**src/rtl/jtag_pkg.sv**
```systemverilog
// Shared TAP definitions: state encodings, base opcodes and data-register selection.
package jtag_pkg;

  typedef enum logic [3:0] {
    TEST_LOGIC_RESET = 4'hF,
    RUN_TEST_IDLE    = 4'hC,
    SELECT_DR        = 4'h7,
    CAPTURE_DR       = 4'h6,
    SHIFT_DR         = 4'h2,
    EXIT1_DR         = 4'h1,
    PAUSE_DR         = 4'h3,
    EXIT2_DR         = 4'h0,
    UPDATE_DR        = 4'h5,
    SELECT_IR        = 4'h4,
    CAPTURE_IR       = 4'hE,
    SHIFT_IR         = 4'hA,
    EXIT1_IR         = 4'h9,
    PAUSE_IR         = 4'hB,
    EXIT2_IR         = 4'h8,
    UPDATE_IR        = 4'hD
  } tap_state_e;

  // Base opcodes; zero-extended to the configured IR width. BYPASS is all-ones.
  localparam logic [3:0] OP_SAMPLE   = 4'h1;
  localparam logic [3:0] OP_EXTEST   = 4'h2;
  localparam logic [3:0] OP_INTEST   = 4'h3;
  localparam logic [3:0] OP_CLAMP    = 4'h5;
  localparam logic [3:0] OP_IDCODE   = 4'h7;
  localparam logic [3:0] OP_USERCODE = 4'h8;
  localparam logic [3:0] OP_HIGHZ    = 4'h9;

  typedef enum logic [1:0] {
    DR_BYPASS = 2'd0,
    DR_ID     = 2'd1,
    DR_BSR    = 2'd2
  } dr_sel_e;

endpackage

```
**src/rtl/jtag_tap_fsm.sv**
```systemverilog
// 16-state IEEE 1149.1 TAP controller; exposes both the current and next state.
module jtag_tap_fsm
  import jtag_pkg::*;
(
  input  logic       TCK,
  input  logic       TRST,
  input  logic       TMS,
  output tap_state_e TAP_STATE,
  output tap_state_e TAP_NEXT
);

  tap_state_e state_q, state_d;

  always_ff @(posedge TCK) begin
    // NOTE: non-blocking so the register samples the pre-edge next-state value.
    if (!TRST) state_q <= TEST_LOGIC_RESET;
    else       state_q <= state_d;
  end

  always_comb begin
    // NOTE: default assigned first so no branch can leave state_d unassigned (no latch).
    state_d = state_q;
    case (state_q)
      TEST_LOGIC_RESET: state_d = TMS ? TEST_LOGIC_RESET : RUN_TEST_IDLE;
      RUN_TEST_IDLE:    state_d = TMS ? SELECT_DR        : RUN_TEST_IDLE;
      SELECT_DR:        state_d = TMS ? SELECT_IR        : CAPTURE_DR;
      CAPTURE_DR:       state_d = TMS ? EXIT1_DR         : SHIFT_DR;
      SHIFT_DR:         state_d = TMS ? EXIT1_DR         : SHIFT_DR;
      EXIT1_DR:         state_d = TMS ? UPDATE_DR        : PAUSE_DR;
      PAUSE_DR:         state_d = TMS ? EXIT2_DR         : PAUSE_DR;
      EXIT2_DR:         state_d = TMS ? UPDATE_DR        : SHIFT_DR;
      UPDATE_DR:        state_d = TMS ? SELECT_DR        : RUN_TEST_IDLE;
      SELECT_IR:        state_d = TMS ? TEST_LOGIC_RESET : CAPTURE_IR;
      CAPTURE_IR:       state_d = TMS ? EXIT1_IR         : SHIFT_IR;
      SHIFT_IR:         state_d = TMS ? EXIT1_IR         : SHIFT_IR;
      EXIT1_IR:         state_d = TMS ? UPDATE_IR        : PAUSE_IR;
      PAUSE_IR:         state_d = TMS ? EXIT2_IR         : PAUSE_IR;
      EXIT2_IR:         state_d = TMS ? UPDATE_IR        : SHIFT_IR;
      UPDATE_IR:        state_d = TMS ? SELECT_DR        : RUN_TEST_IDLE;
      default:          state_d = TEST_LOGIC_RESET;
    endcase
  end

  assign TAP_STATE = state_q;
  assign TAP_NEXT  = state_d;

endmodule

```
**src/rtl/jtag_tap_core.sv**
```systemverilog
// JTAG TAP with instruction register, BYPASS/IDCODE/USERCODE and boundary-scan
// registers, plus the pad/core boundary muxing driven by the current instruction.
module jtag_tap_core
  import jtag_pkg::*;
#(
  parameter int unsigned IR_WIDTH     = 4,
  parameter int unsigned BSR_WIDTH    = 8,
  parameter logic [31:0] IDCODE_VAL   = 32'h1000_0001,
  parameter logic [31:0] USERCODE_VAL = 32'h0000_0000
) (
  input  logic                 TCK,
  input  logic                 TRST,
  input  logic                 TMS,
  input  logic                 TDI,
  output logic                 TDO,
  output logic                 TDO_EN,
  input  logic [BSR_WIDTH-1:0] PIN_IN,
  input  logic [BSR_WIDTH-1:0] CORE_OUT,
  output logic [BSR_WIDTH-1:0] PIN_OUT,
  output logic                 PIN_OE,
  output logic [BSR_WIDTH-1:0] CORE_IN,
  output logic [IR_WIDTH-1:0]  JTAG_IR,
  output logic [3:0]           TAP_STATE
);

  localparam logic [IR_WIDTH-1:0] IR_IDCODE  = IR_WIDTH'(OP_IDCODE);
  localparam logic [IR_WIDTH-1:0] IR_CAPTURE = IR_WIDTH'(2'b01);

  tap_state_e state, state_next;

  jtag_tap_fsm u_fsm (
    .TCK       (TCK),
    .TRST      (TRST),
    .TMS       (TMS),
    .TAP_STATE (state),
    .TAP_NEXT  (state_next)
  );

  logic [IR_WIDTH-1:0]  ir_sr_q, ir_sr_d;
  logic [IR_WIDTH-1:0]  ir_q, ir_d;
  logic                 byp_q, byp_d;
  logic [31:0]          id_sr_q, id_sr_d;
  logic [BSR_WIDTH-1:0] bsr_sr_q, bsr_sr_d;
  logic [BSR_WIDTH-1:0] bsr_upd_q, bsr_upd_d;

  // Instruction decode; anything not matched here behaves as BYPASS.
  logic is_sample, is_extest, is_intest, is_clamp, is_idcode, is_usercode, is_highz, is_bsr;
  assign is_sample   = (ir_q == IR_WIDTH'(OP_SAMPLE));
  assign is_extest   = (ir_q == IR_WIDTH'(OP_EXTEST));
  assign is_intest   = (ir_q == IR_WIDTH'(OP_INTEST));
  assign is_clamp    = (ir_q == IR_WIDTH'(OP_CLAMP));
  assign is_idcode   = (ir_q == IR_IDCODE);
  assign is_usercode = (ir_q == IR_WIDTH'(OP_USERCODE));
  assign is_highz    = (ir_q == IR_WIDTH'(OP_HIGHZ));
  assign is_bsr      = is_sample | is_extest | is_intest;

  dr_sel_e dr_sel;
  always_comb begin
    dr_sel = DR_BYPASS;
    if (is_idcode || is_usercode) dr_sel = DR_ID;
    else if (is_bsr)              dr_sel = DR_BSR;
  end

  always_comb begin
    ir_sr_d   = ir_sr_q;
    ir_d      = ir_q;
    byp_d     = byp_q;
    id_sr_d   = id_sr_q;
    bsr_sr_d  = bsr_sr_q;
    bsr_upd_d = bsr_upd_q;
    case (state)
      CAPTURE_IR: ir_sr_d = IR_CAPTURE;
      SHIFT_IR:   ir_sr_d = {TDI, ir_sr_q[IR_WIDTH-1:1]};
      UPDATE_IR:  ir_d    = ir_sr_q;
      CAPTURE_DR: begin
        byp_d = 1'b0;
        case (dr_sel)
          DR_ID:   id_sr_d  = is_idcode ? IDCODE_VAL : USERCODE_VAL;
          DR_BSR:  bsr_sr_d = is_intest ? CORE_OUT : PIN_IN;
          default: ;
        endcase
      end
      SHIFT_DR: begin
        case (dr_sel)
          DR_ID:   id_sr_d  = {TDI, id_sr_q[31:1]};
          DR_BSR:  bsr_sr_d = {TDI, bsr_sr_q[BSR_WIDTH-1:1]};
          default: byp_d    = TDI;
        endcase
      end
      UPDATE_DR: if (is_bsr) bsr_upd_d = bsr_sr_q;
      default: ;
    endcase
    // Walking into Test-Logic-Reset via TMS restores IDCODE on the same edge as TRST would.
    if (state_next == TEST_LOGIC_RESET) ir_d = IR_IDCODE;
  end

  always_ff @(posedge TCK) begin
    if (!TRST) begin
      ir_sr_q   <= '0;
      ir_q      <= IR_IDCODE;
      byp_q     <= 1'b0;
      id_sr_q   <= '0;
      bsr_sr_q  <= '0;
      bsr_upd_q <= '0;
    end else begin
      ir_sr_q   <= ir_sr_d;
      ir_q      <= ir_d;
      byp_q     <= byp_d;
      id_sr_q   <= id_sr_d;
      bsr_sr_q  <= bsr_sr_d;
      bsr_upd_q <= bsr_upd_d;
    end
  end

  always_comb begin
    TDO    = 1'b0;
    TDO_EN = 1'b0;
    if (state == SHIFT_IR) begin
      TDO    = ir_sr_q[0];
      TDO_EN = 1'b1;
    end else if (state == SHIFT_DR) begin
      TDO_EN = 1'b1;
      case (dr_sel)
        DR_ID:   TDO = id_sr_q[0];
        DR_BSR:  TDO = bsr_sr_q[0];
        default: TDO = byp_q;
      endcase
    end
  end

  assign PIN_OUT   = (is_extest || is_clamp) ? bsr_upd_q : CORE_OUT;
  assign CORE_IN   = is_intest ? bsr_upd_q : PIN_IN;
  assign PIN_OE    = ~is_highz;
  assign JTAG_IR   = ir_q;
  assign TAP_STATE = state;

endmodule

```
**config.mk**
```make
export PLATFORM = sky130hd
export DESIGN_NAME = jtag_tap_core
export DESIGN_NICKNAME = d
export VERILOG_FILES = /design/src/rtl/jtag_pkg.sv /design/src/rtl/jtag_tap_fsm.sv /design/src/rtl/jtag_tap_core.sv
export SDC_FILE = /design/constraint.sdc
export NUM_CORES = 1
export LEC_CHECK = 0
export ABC_AREA = 1
export CAP_MARGIN = 40
export CELL_PAD_IN_SITES_DETAIL_PLACEMENT = 1
export CELL_PAD_IN_SITES_GLOBAL_PLACEMENT = 1
export CORE_MARGIN = 5
export CORE_UTILIZATION = 43
export DETAILED_ROUTE_END_ITERATION = 12
export PLACE_DENSITY = 0.92
export SLEW_MARGIN = 20
export SYNTH_ARGS = -nofsm -noshare
export SYNTH_HDL_FRONTEND = slang
export SYNTH_SLANG_ARGS = --single-unit
```
**constraint.sdc**
```tcl
create_clock -name TCK -period 3.29 [get_ports TCK]
set_clock_uncertainty 0.1 [all_clocks]
set_input_delay 0.658 -clock TCK [delete_from_list [all_inputs] [get_ports TCK]]
set_output_delay 0.658 -clock TCK [all_outputs]
set_load 0.1 [all_outputs]
```
# Word level (Yosys, flattened, before mapping)
# Index checks and enable logic that the tools add are counted.
# op_classes
n_addsub	0
mul	0
div	0
order_cmp	0
n_eq_ne	30
n_shift	0
mux	33
bitwise	4
n_reduce_logical	14
# op_table
cell	count
two-way mux 32 bit	2
case mux 32 bit (2 select lines)	1
case mux 4 bit (12 select lines)	1
== test 4 bit (second input constant)	11
two-way mux 8 bit	5
two-way mux 29 bit	1
== test 4 x 3 -> 1 bit (second input constant)	6
== test 4 x 2 -> 1 bit (second input constant)	4
two-way mux 2 bit	8
case mux 8 bit (2 select lines)	1
two-way mux 3 bit	4
== test 4 x 1 -> 1 bit (second input constant)	2
case mux 4 bit (2 select lines)	1
OR reduction 2 bit	4
two-way mux 1 bit	6
!= test 2 bit (second input constant)	3
AND reduction 3 bit	2
zero test 4 bit	1
two-way mux 4 bit	1
!= test 2 x 1 -> 1 bit (second input constant)	2
case mux 1 bit (2 select lines)	2
AND reduction 2 bit	2
nonzero test 2 bit	2
OR reduction 3 bit	1
5 further kinds	8
# word_totals
register_bits	61
latch_bits	0
mem_bits_rw	0
romBits	0
in_bits	20
out_inout_bits	27
memories	0

# Depth between registers and ports, before layout
# depth
ltp_word	9
depth_mapped	9
depth_no_buf	9

# Modules after synthesis
# Synthesis repeated with hierarchy kept, for this count alone.
# hier_totals
cells_unflattened	404
area_unflattened_um2	2899.0
# modules_own_cells
module	instances	cells_each	area_per_inst_um2	seq_area_each_um2
jtag_tap_core	1	354	2615.0	1141.1
jtag_tap_fsm	1	50	284.0	80.1

# Worst setup path before layout
# OpenSTA, ideal clock, no wires.
# synth_timing
path_kind	reg2out
start	reg ir_q[1] (netlist: JTAG_IR[1])
end	out PIN_OUT[0]
t_arrival_ps	3940
required_ps	2532
setup_slack_ps	-1408
stages_incl_launch_ff	6
path_buffers	1
cell_sequence	dfxtp_1 -> inv_1 -> nand3_1 -> o31ai_4 -> buf_2 -> o21ai_0
# synth_between
elab_chain_cells	3
word_cells_on_any_way	4
classes_between	eq/ne (2); mux (1); reduce/logical (1)
# synth_lines
element	line	text
start: declaration	jtag_tap_core.sv:40	logic [IR_WIDTH-1:0] ir_q, ir_d;
start signal: assignment	jtag_tap_core.sv:107	ir_q <= ir_d;
== test 4 x 2 -> 1 bit or == test 4 x 3 -> 1 bit (tied branches)	jtag_tap_core.sv:49, jtag_tap_core.sv:51	
logical OR 1 bit *	jtag_tap_core.sv:131	assign PIN_OUT = (is_extest || is_clamp) ? bsr_upd_q : CORE_OUT;
two-way mux 8 bit *	jtag_tap_core.sv:131	
end: declaration	jtag_tap_core.sv:19	output logic [BSR_WIDTH-1:0] PIN_OUT,
# Every way passes the cells marked *; elsewhere a longest branch is shown, timed or not.

# Worst setup path in the final report
# layout_timing
start	reg ir_q[2] (netlist: JTAG_IR[2])
end	out PIN_OUT[2]
# The elaborated chain is that of the path after synthesis.

==> results.yml <==
synthesis:
  synth_compound_area_frac: 0.231
  ys_async_sr_fraction: 0
  synth_fa_ha_area_frac: 0
  synth_top_family_by_area: "simple AND/OR/NAND/NOR gates"
  yosys.area_share.simple: 0.300
  synth.mux.area_fraction: 0
  synth_nets: 436
  seq_area_frac_synth: 0.379
  syn-cell-area_mm2: 0.00322
  avgSynthCellArea_um2: 7.74
  syn-instance-count: 416
  synthXorXnorAreaFrac: 0
  ys_ff_latch: 61
  ys_warn_count: 0
  yosys.cell_types.count: 29
  synthFlopType: "dfxtp_1"
  synth-edff-count: 0
min_path:
  worstHoldStart: "id_sr_q[1]"
  worstHoldPathCells: 2
  hold_end: "id_sr_q[0]"
  hp-class: "reg -> reg"
drt:
  wl_mm: 8.76
  post_drt_wl_per_cell_um: 15.7
  drc: 0
  routed_via_density: 5.23
  dr.pass1.iters: 4
  drt_iter0_markers: 113
  drtAntennaViolNets: 0
  vias: 2917
finish:
  layout-drive-gt1-share: 0.294
  final_cell_mix: "82 x nand2_1, 61 x dfxtp_1, 49 x a21oi_1"
  final_common_cell: "nand2_1"
  seqCellArea_mm2: 0.00122
  multi_input_area_mm2: 0.00174
  nFillCells: 937
  n_antenna_cell: 0
  syn_to_final_growth_pct: 22.4
  final_cell_count_no_fill: 558
  finalNetCount: 476
clock_network:
  post_cts_resized: 0
  cts_buffers: 9
  post_cts_buffers: 0
  cts_tree: "done"
  htree_levels: 3
  clock_latency_ns: 0.34
  holdBufCountCts: 0
  clk_pin_slew_worst_paths_ns: 0.06
  clockRootBuffer: "clkbuf_8"
  clkSinkCount: 61
  cts_buffer_depth: 2
die:
  rows: 31
  die_y_um: 96.5
  core_area_mm2: 0.00729
  dieArea_mm2: 0.00932
  start_util: 0.442
  pin_count: 47
  fp.dieW_um: 96.5
global_route:
  antenna_found_initial: 0
  grt_usage: 0.199
  grt_pass1_vias: 3012
  grt_max_degree: 37
  grt_pass1_wl_mm: 14.3
  grt_overflow: 0
placement:
  dpl.hpwl_mm: 6.08
  place_congestion: 0.818
  placedCellCount: 544
  portBuffers: 46
timing:
  worst_slew_pin_slew_ns: 0.765
  finalMaxSlewViolations: 0
  max_freq_mhz: 346
  setup-tns-final_ns: 0
  rsz0062_at_grt: "false"
  hold_violations: 0
  setup_violations: 0
  maxSlewHeadroom: 0.490
  fin_crit_sh: 0.879
  fin_crit_ns: 2.89
setup_path:
  ff2ff_setup_slack_ns: 1.22
  path_common_cell: "nand2_1"
  cp.arrival_ns: 2.14
  critPathBufInv: 2
  cp-end-kind: "output port"
  critical-path-top-delay-family: "compound AO/OA/AOI/OAI gates"
  slowest_stage: "o31ai_4"
  r2r-start: "u_fsm.TAP_STATE[2]"
  path_class: "reg -> out"
  regToRegEndpoint: "JTAG_IR[3]"
  rr_worst_depth: 9
  critPathLaunchType: "register"
  crit_required_ns: 2.53
  crit_start: "JTAG_IR[2]"
  crit_chain: "inv_1 -> nand2_1 -> o31ai_4 -> nand2_1 -> o21ai_2 -> buf_12"
  critPathMaxStageDelay_ns: 0.65
  crit_fanout: 15
status:
  status: "complete, no violations"
pwr:
  p_per_area_mw_per_mm2: 731
  ir_drop_mv: 0.406
  p_leak_uw: 0.00158
flow_run:
  cap_violations: 0
power breakdown:
group | total [uW] | leakage [uW] | internal (uW) | switching [uW]
combinational | 1370 | 0.000996 | 355 | 1020
clock | 643 | 0.0000923 | 361 | 282
sequential | 865 | 0.000494 | 794 | 70.5
total | 2880 | 0.00158 | 1510 | 1370
cell families (layout without fill, tap and decap cells):
family | after synthesis | count (layout)
AND/OR/NAND/NOR | 176 | 176
buffers and inverters | 57 | 100
AO/OA/AOI/OAI | 122 | 122
flip-flops | 61 | 61
how the worst max path moves through the flow:
stage / to / slack, ns / depth (start not counted)
6_report: PIN_OUT[2] / 0.40 / 6
2_1_floorplan: PIN_OUT[0] / -0.16 / 5
3_3_place_gp: PIN_OUT[5] / 0.87 / 6
3_5_place_dp: PIN_OUT[5] / 0.76 / 6
4_1_cts: PIN_OUT[5] / 0.36 / 6
5_1_grt: PIN_OUT[2] / 0.22 / 6
layer usage:
metal / GRT usage / part of all wire
met1: 0.224 / 0.42
met2: 0.366 / 0.52
met3: 0.0380 / 0.042
met4: 0.0841 / 0.017
met5: 0 / 0
sequential cells by signal, indices dropped and copies added, names as in the netlist:
| register | flops |
|---|---|
| ir_sr_q | 4 |
| bsr_upd_q | 8 |
| id_sr_q | 32 |
| bsr_sr_q | 8 |
| JTAG_IR | 4 |
| u_fsm.TAP_STATE | 4 |
| byp_q | 1 |
worst register-to-register path, stage by stage, from the launching register on:
cell     delay, ns
dfxtp_1       0.50
inv_2         0.15
buf_4         0.48
nand3_1       0.19
nand2_1       0.11
inv_1         0.04
nand3_1       0.10
nand2_1       0.13
nor2_1        0.12
nor2_1        0.05
Yosys cell counts, types with 2 or more instances:
library cell | instances | area (um^2)
o21ai_0 | 35 | 175
inv_2 | 6 | 22.5
nand4_1 | 2 | 12.5
nor2_1 | 29 | 109
o21ai_1 | 5 | 25.0
buf_2 | 8 | 40.0
clkbuf_1 | 2 | 7.51
nand3_2 | 2 | 20.0
nand3_1 | 19 | 95.1
buf_1 | 2 | 7.51
a21oi_2 | 29 | 254
inv_1 | 28 | 105
nand2_1 | 82 | 308
nor2_4 | 4 | 45.0
nand2_4 | 3 | 33.8
a21oi_1 | 49 | 245
nor3_2 | 29 | 290
dfxtp_1 | 61 | 1220
nand2_2 | 4 | 25.0
buf_6 | 8 | 90.1
per-stage QoR:
stage	cell area, um^2	hold WS (ns)	power (uW)	utilization	setup slack [ns]
2_1_floorplan	3250	0.339	1960	-	-0.160
3_3_place_gp	3760	0.357	2210	0.516	0.873
3_5_place_dp	3760	0.360	2260	0.516	0.764
4_1_cts	3940	0.373	2910	0.541	0.360
5_1_grt	3940	0.390	3020	0.541	0.224
6_report	3940	0.372	2880	0.541	0.397
cell type report:
type / instances / share of cell area
multi-input cells: 298 / 0.442
flip-flops and latches: 61 / 0.310
repair buffers: 51 / 0.138
clock buffers: 12 / 0.0368
inverters: 35 / 0.0336
well taps: 99 / 0.0314
clock inverters: 2 / 0.00889
No activity file was read; power rests on OpenSTA's default activity.
